===== src/rtl/fifo.sv =====
// Synchronous single-clock FIFO with registered (non fall-through) read data.
// Define FIFO_STATUS_EN to add the count, overflow and underflow status outputs.
module fifo #(
  parameter int unsigned X     = 4,
  parameter int unsigned DEPTH = 4,
  parameter int unsigned AW    = $clog2(DEPTH)
) (
  input  logic         clk,
  input  logic         rst,
  input  logic         wr_en,
  input  logic         rd_en,
  input  logic [X-1:0] din,
  output logic [X-1:0] dout,
  output logic         full,
`ifdef FIFO_STATUS_EN
  output logic [AW:0]  count,
  output logic         overflow,
  output logic         underflow,
`endif
  output logic         empty
);

  logic [X-1:0] mem [DEPTH];
  logic [AW:0]  wptr_q, wptr_d;
  logic [AW:0]  rptr_q, rptr_d;
  logic [X-1:0] dout_q, dout_d;
  logic         wr_acc, rd_acc;

  // The extra pointer bit separates the full case from the empty case.
  assign empty = (wptr_q == rptr_q);
  assign full  = (wptr_q[AW-1:0] == rptr_q[AW-1:0]) && (wptr_q[AW] != rptr_q[AW]);

  // A read frees a slot in the same cycle, so a write to a full FIFO is allowed alongside it.
  assign rd_acc = rd_en && !empty;
  assign wr_acc = wr_en && (!full || rd_acc);

  always_comb begin
    wptr_d = wptr_q;
    rptr_d = rptr_q;
    dout_d = dout_q;
    if (wr_acc) wptr_d = wptr_q + 1'b1;
    if (rd_acc) begin
      rptr_d = rptr_q + 1'b1;
      dout_d = mem[rptr_q[AW-1:0]];
    end
  end

  always_ff @(posedge clk) begin
    if (!rst) begin
      wptr_q <= '0;
      rptr_q <= '0;
      dout_q <= '0;
    end else begin
      wptr_q <= wptr_d;
      rptr_q <= rptr_d;
      dout_q <= dout_d;
    end
  end

  // Storage is not reset; stale contents are unreachable once the pointers clear.
  always_ff @(posedge clk) begin
    if (rst && wr_acc) mem[wptr_q[AW-1:0]] <= din;
  end

  assign dout = dout_q;

`ifdef FIFO_STATUS_EN
  logic overflow_q, underflow_q;

  assign count = wptr_q - rptr_q;

  always_ff @(posedge clk) begin
    if (!rst) begin
      overflow_q  <= 1'b0;
      underflow_q <= 1'b0;
    end else begin
      if (wr_en && full && !rd_acc) overflow_q <= 1'b1;
      if (rd_en && empty) underflow_q <= 1'b1;
    end
  end

  assign overflow  = overflow_q;
  assign underflow = underflow_q;
`endif

endmodule


===== config.mk =====
export PLATFORM = sky130hd
export DESIGN_NAME = fifo
export DESIGN_NICKNAME = d
export VERILOG_FILES = /design/src/rtl/fifo.sv
export SDC_FILE = /design/constraint.sdc
export NUM_CORES = 1
export LEC_CHECK = 0
export ABC_AREA = 1
export CORE_ASPECT_RATIO = 0.9
export CORE_MARGIN = 2
export CORE_UTILIZATION = 54
export DETAILED_ROUTE_END_ITERATION = 16
export HOLD_SLACK_MARGIN = 0.03
export PLACE_DENSITY = 0.77
export SLEW_MARGIN = 20
export SYNTH_ARGS = -nofsm -noshare
export SYNTH_HDL_FRONTEND = slang
export SYNTH_SLANG_ARGS = --single-unit

===== constraint.sdc =====
create_clock -name clk -period 4.35 [get_ports clk]
set_input_delay 1.0875 -clock clk [delete_from_list [all_inputs] [get_ports clk]]
set_output_delay 1.0875 -clock clk [all_outputs]
set_load 0.02 [all_outputs]

### After elaboration in Yosys (flattened, before gate mapping)

Memories as Yosys holds them, arrays and structs flattened. A register that Yosys moved wholly into a read port is not among the register bits.
Index checks and enable logic that the tools add are counted.

* register bits after elaboration: 6
* word-level logic and storage cells: 18
* output and inout bits: 6
* memory bits (writable): 16
* input port bits: 8
* memories kept: 1

* equality and inequality tests: 3
* muxes and demuxes: 2
* add/subtract/negate cells: 2
* reductions and logical operators: 8

Memory list
* mem: depth 4, width 4, rd ports 1, clocked after Yosys merged registers in 1, wr ports 1, RTL line 23 `logic [X-1:0] mem [DEPTH];`

Operators with widths (number)
* $add 3x1->3 const B: 2
* $logic_and 1x1->1: 4
* $eq 3x3->1: 1
* $logic_not 1->1: 3
* $eq 2x2->1: 1
* $mux 1: 2
* $logic_or 1x1->1: 1
* $ne 1x1->1: 1

### Longest topological paths before layout

* depth in word-level cells: 8
* mapped depth: 9
* depth with buffers taken out: 9

### Least setup slack after synthesis

No wires, ideal clock.

* path type: register -> output
* from: register rptr_q[1]
* to: output port full
* setup slack: 2.273 ns
* data required time: 3.263 ns
* cell stages (with the launch flop): 6
* path buffers: 1
* data arrival time: 0.990 ns
* cells stage by stage: dfxtp_1 buf_4 nand2_1 nand2_2 nand2_1 nor2_1

* longest elaborated chain between the ends: 2

RTL lines
* start, declared: RTL line 25 `logic [AW:0] rptr_q, rptr_d;`
* start signal, assigned: RTL line 55 `rptr_q <= rptr_d;`
* $eq 2x2->1: RTL line 31 `assign full = (wptr_q[AW-1:0] == rptr_q[AW-1:0]) && (wptr_q[AW] != rptr_q[AW]);`
* $logic_and 1x1->1: RTL line 31
* end, declared: RTL line 14 `output logic full,`

No other way between the ends.

### Worst setup path in the final report

* from: register rptr_q[1]
* to: output port empty

* longest elaborated chain between the ends: 1

RTL lines
* $eq 3x3->1: RTL line 30 `assign empty = (wptr_q == rptr_q);`
* end, declared: RTL line 20 `output logic empty`

No other way between the ends.

==> Implementation_results.wiki <==
{| class="wikitable"
! Metric !! Value
|-
| Critical path class || reg -> out
|-
| DRC viols || 0
|-
| Die footprint || 0.00262 mm²
|-
| Arr. time, crit path || 2.01 ns
|-
| Number of nets at the end of the flow || 146
|-
| Time the worst path needs with I/O delays and setup || 3.09 ns
|-
| Async set or reset register ratio after synthesis || 0
|-
| Number of rows created at floorplan || 16
|-
| Biggest area consumer among synthesized cells || sky130_fd_sc_hd__edfxtp_1
|-
| Power Density || 423 mW/mm²
|-
| Relative max-transition margin || 0.605
|-
| Starting DRT DRC Count || 30
|-
| Upper clock frequency limit || 323 MHz
|-
| Library cell with the highest instance count after synthesis || sky130_fd_sc_hd__nor2_1
|-
| Master of the slowest instance on the critical path || sky130_fd_sc_hd__dfxtp_1
|-
| Floorplan core area || 0.00214 mm²
|-
| Mapped Area || 0.00120 mm²
|-
| Post-cts repair resize count || 0
|-
| Cell types with the largest area share after synthesis || sky130_fd_sc_hd__edfxtp_1 40%, sky130_fd_sc_hd__dfxtp_1 17%, sky130_fd_sc_hd__nor2_1 5.9%, sky130_fd_sc_hd__ha_1 5.2%, sky130_fd_sc_hd__o21ai_1 4.2%
|-
| Cells along the critical path || nand2_1, nand2_2, nand3_2, inv_1, clkdlybuf4s50_1
|-
| Final setup violation count || 0
|-
| Routability-driven placement congestion ratio || 0.769
|-
| Detail-routed via count per cell || 5.29
|-
| Number of detailed-route iterations in the first pass || 4
|-
| Post-detailed-route count of antenna-violating nets || 0
|-
| Die W || 53.8 µm
|-
| Number of antenna violations at the first check in global routing || 0
|-
| Max Slew Vio Count || 0
|-
| Clock sink total || 26
|-
| Clock Latency Late Sink || 0.32 ns
|-
| Fraction of final layout cells sized beyond drive strength 1 || 0.144
|-
| H-tree level count || 1
|-
| LEAKAGE || 0.527 nW
|-
| Cell at the root of the clock tree || sky130_fd_sc_hd__clkbuf_4
|-
| Top cells by instance count after synthesis || 19 x sky130_fd_sc_hd__nor2_1, 16 x sky130_fd_sc_hd__edfxtp_1, 10 x sky130_fd_sc_hd__dfxtp_1, 10 x sky130_fd_sc_hd__nand2_1, 10 x sky130_fd_sc_hd__o21ai_1
|-
| Crit path largest cell delay || 0.61 ns
|-
| Post-CTS Repair Setup Buffers || 0
|-
| Max-cap check violation count || 0
|-
| Sum of buffers and inverters on the critical path || 2
|-
| Detailed-route via count || 841
|-
| Total non-filler cell area in the finished layout || 0.00141 mm²
|-
| Crit end category || primary output
|-
| Routed wire per std cell || 13.1 µm
|-
| Via count of the first global-routing pass || 838
|-
| Crit share post-route || 0.711
|-
| CP Data Required Time || 3.26 ns
|-
| RSZ-0062 raised after global routing || no
|-
| Clk_skew || 0.00517 ns
|-
| Post-synthesis instance total || 117
|-
| Critical path peak fanout || 12
|-
| Placed Instance Area || 0.00136 mm²
|-
| GRT Residual Overflow || 0
|-
| Top flip-flop cell by instance count after synthesis || sky130_fd_sc_hd__edfxtp_1
|-
| EDFF count, synth || 16
|-
| Total power after layout || 0.595 mW
|-
| Worst voltage drop across the vdd grid || 0.000357 V
|-
| Pin count of the biggest net entering global routing || 16
|-
| Synthesis Warnings || 0
|-
| Total Routing Usage GR || 0.197
|-
| Effective utilization at floorplan || 0.562
|-
| Post-cts hold buffer count || 0
|-
| Synthesized Nets || 130
|-
| Sequential area share after synthesis || 0.565
|-
| Share of the core filled with cells in the final layout || 0.657
|-
| CP Launch Type || register
|-
| Routed WL || 2080 µm
|-
| Average instance area after synthesis || 10.3 µm²
|-
| CTS Buf Count || 3
|-
| CTS tree || built
|-
| Crit path max-delay family || buffers and inverters
|-
| N_diodes || 0
|-
| Run status || finished, final reports clean
|-
| Area added between synthesis and finish || 16.9%
|-
| Flop and latch count out of synthesis || 26
|-
| Final Hold Slack || 0.500 ns
|-
| Detailed placement HPWL || 1580 µm
|-
| Ports || 14
|-
| Vert. Die Dim || 48.8 µm
|-
| Aggregate negative setup slack || 0 ns
|-
| Worst min path class || reg -> reg
|-
| Maximum clock insertion buffer count || 2
|-
| Proportion of netlist area held by the largest area contributor || 0.399
|-
| Clock transition time at the flip-flop clock pins of the worst setup and hold paths || 0.14 ns
|-
| Worst slew pin tran || 0.591 ns
|-
| Global-route wire length before repair || 3710 µm
|-
| Input/output buffers || 13
|-
| Number of failing hold endpoints at the final stage || 0
|-
| Post-synthesis cell type count || 23
|}
layer usage:
layer / routed length [µm] / global-route usage / vias up / share of wire
li1: - / - / 423 / -
met2: 1060 / 0.337 / 24 / 0.51
met4: 11 / 0.0385 / 0 / 0.0053
met5: 0 / 0 / - / 0
met1: 892 / 0.244 / 392 / 0.43
met3: 117 / 0.0552 / 2 / 0.056
kinds of logic (layout without fill, tap and decap cells):
kind of cell,Yosys count,count (layout),synth area share
AO/OA/AOI/OAI,22,22,0.0946
XOR/XNOR,3,3,0.0281
adder cells (fa/ha/maj),5,5,0.0520
buffers and inverters,13,28,0.0468
AND/OR/NAND/NOR,48,48,0.213
flip-flops,26,26,0.565
where the power goes:
part           total (mW)  switching, mW  internal [mW]  leakage (nW)
Sequential          0.297         0.0200          0.277         0.227
Clock               0.164         0.0704         0.0932        0.0279
Combinational       0.135         0.0769         0.0578         0.272
registers in the layout, summed over array words and instances (netlist names):
name    cells
mem        16
dout        4
rptr_q      3
wptr_q      3
worst reg2reg max path, stage by stage, from the launching register on:
cell,delay (ns)
sky130_fd_sc_hd__dfxtp_1,0.61
sky130_fd_sc_hd__inv_1,0.08
sky130_fd_sc_hd__nand2_1,0.08
sky130_fd_sc_hd__nand2_2,0.08
sky130_fd_sc_hd__nand4_4,0.12
sky130_fd_sc_hd__nand2_4,0.09
sky130_fd_sc_hd__nor3b_1,0.51
cell type report:
| cell class | count | area [µm²] |
|---|---|---|
| flip-flops and latches | 26 | 681 |
| clock inverters | 1 | 30.0 |
| well taps | 27 | 33.8 |
| fillers | 169 | 734 |
| multi-input cells | 78 | 467 |
| inverters | 11 | 43.8 |
| repair buffers | 13 | 130 |
| clock buffers | 3 | 22.5 |
through the flow:
step / setup slack, ns / cells
4_1_cts: 1.25 / 159
5_1_grt: 1.06 / 159
3_5_place_dp: 1.47 / 155
2_1_floorplan: 2.27 / 117
3_3_place_gp: 1.55 / 155
6_report: 1.26 / 159
final timing paths:
kind | start | to | slack (ns) | cells past startpoint
setup / recovery | rptr_q[1] | empty | 1.26 | 5
hold reg to reg | dout[1] | dout[1] | 0.50 | 2
setup reg to reg | rptr_q[1] | mem[1][2] | 2.43 | 6
hold / removal | dout[1] | dout[1] | 0.50 | 2
cell usage in the layout, fill, tap and decap left out:
master,synthesis,routed
sky130_fd_sc_hd__edfxtp_1,16,16
sky130_fd_sc_hd__xor2_1,2,2
sky130_fd_sc_hd__nor2_2,6,6
sky130_fd_sc_hd__clkbuf_4,0,3
sky130_fd_sc_hd__xnor2_2,1,1
sky130_fd_sc_hd__nand2_2,1,1
sky130_fd_sc_hd__bufinv_16,0,1
sky130_fd_sc_hd__nor2_1,19,19
sky130_fd_sc_hd__clkdlybuf4s50_1,0,13
sky130_fd_sc_hd__inv_1,9,9
sky130_fd_sc_hd__nand3_1,4,4
sky130_fd_sc_hd__nand3_2,1,1
sky130_fd_sc_hd__nand4_4,1,1
sky130_fd_sc_hd__inv_2,1,1
sky130_fd_sc_hd__ha_1,5,5
sky130_fd_sc_hd__nand2_1,10,10
sky130_fd_sc_hd__o21ai_0,8,8
sky130_fd_sc_hd__nor3b_1,4,4
sky130_fd_sc_hd__nand2_4,2,2
sky130_fd_sc_hd__a21oi_1,3,3
sky130_fd_sc_hd__inv_4,1,1
sky130_fd_sc_hd__a21oi_2,1,1
sky130_fd_sc_hd__dfxtp_1,10,10
sky130_fd_sc_hd__o21ai_1,10,10
No activity file was read; power rests on OpenSTA's default activity.
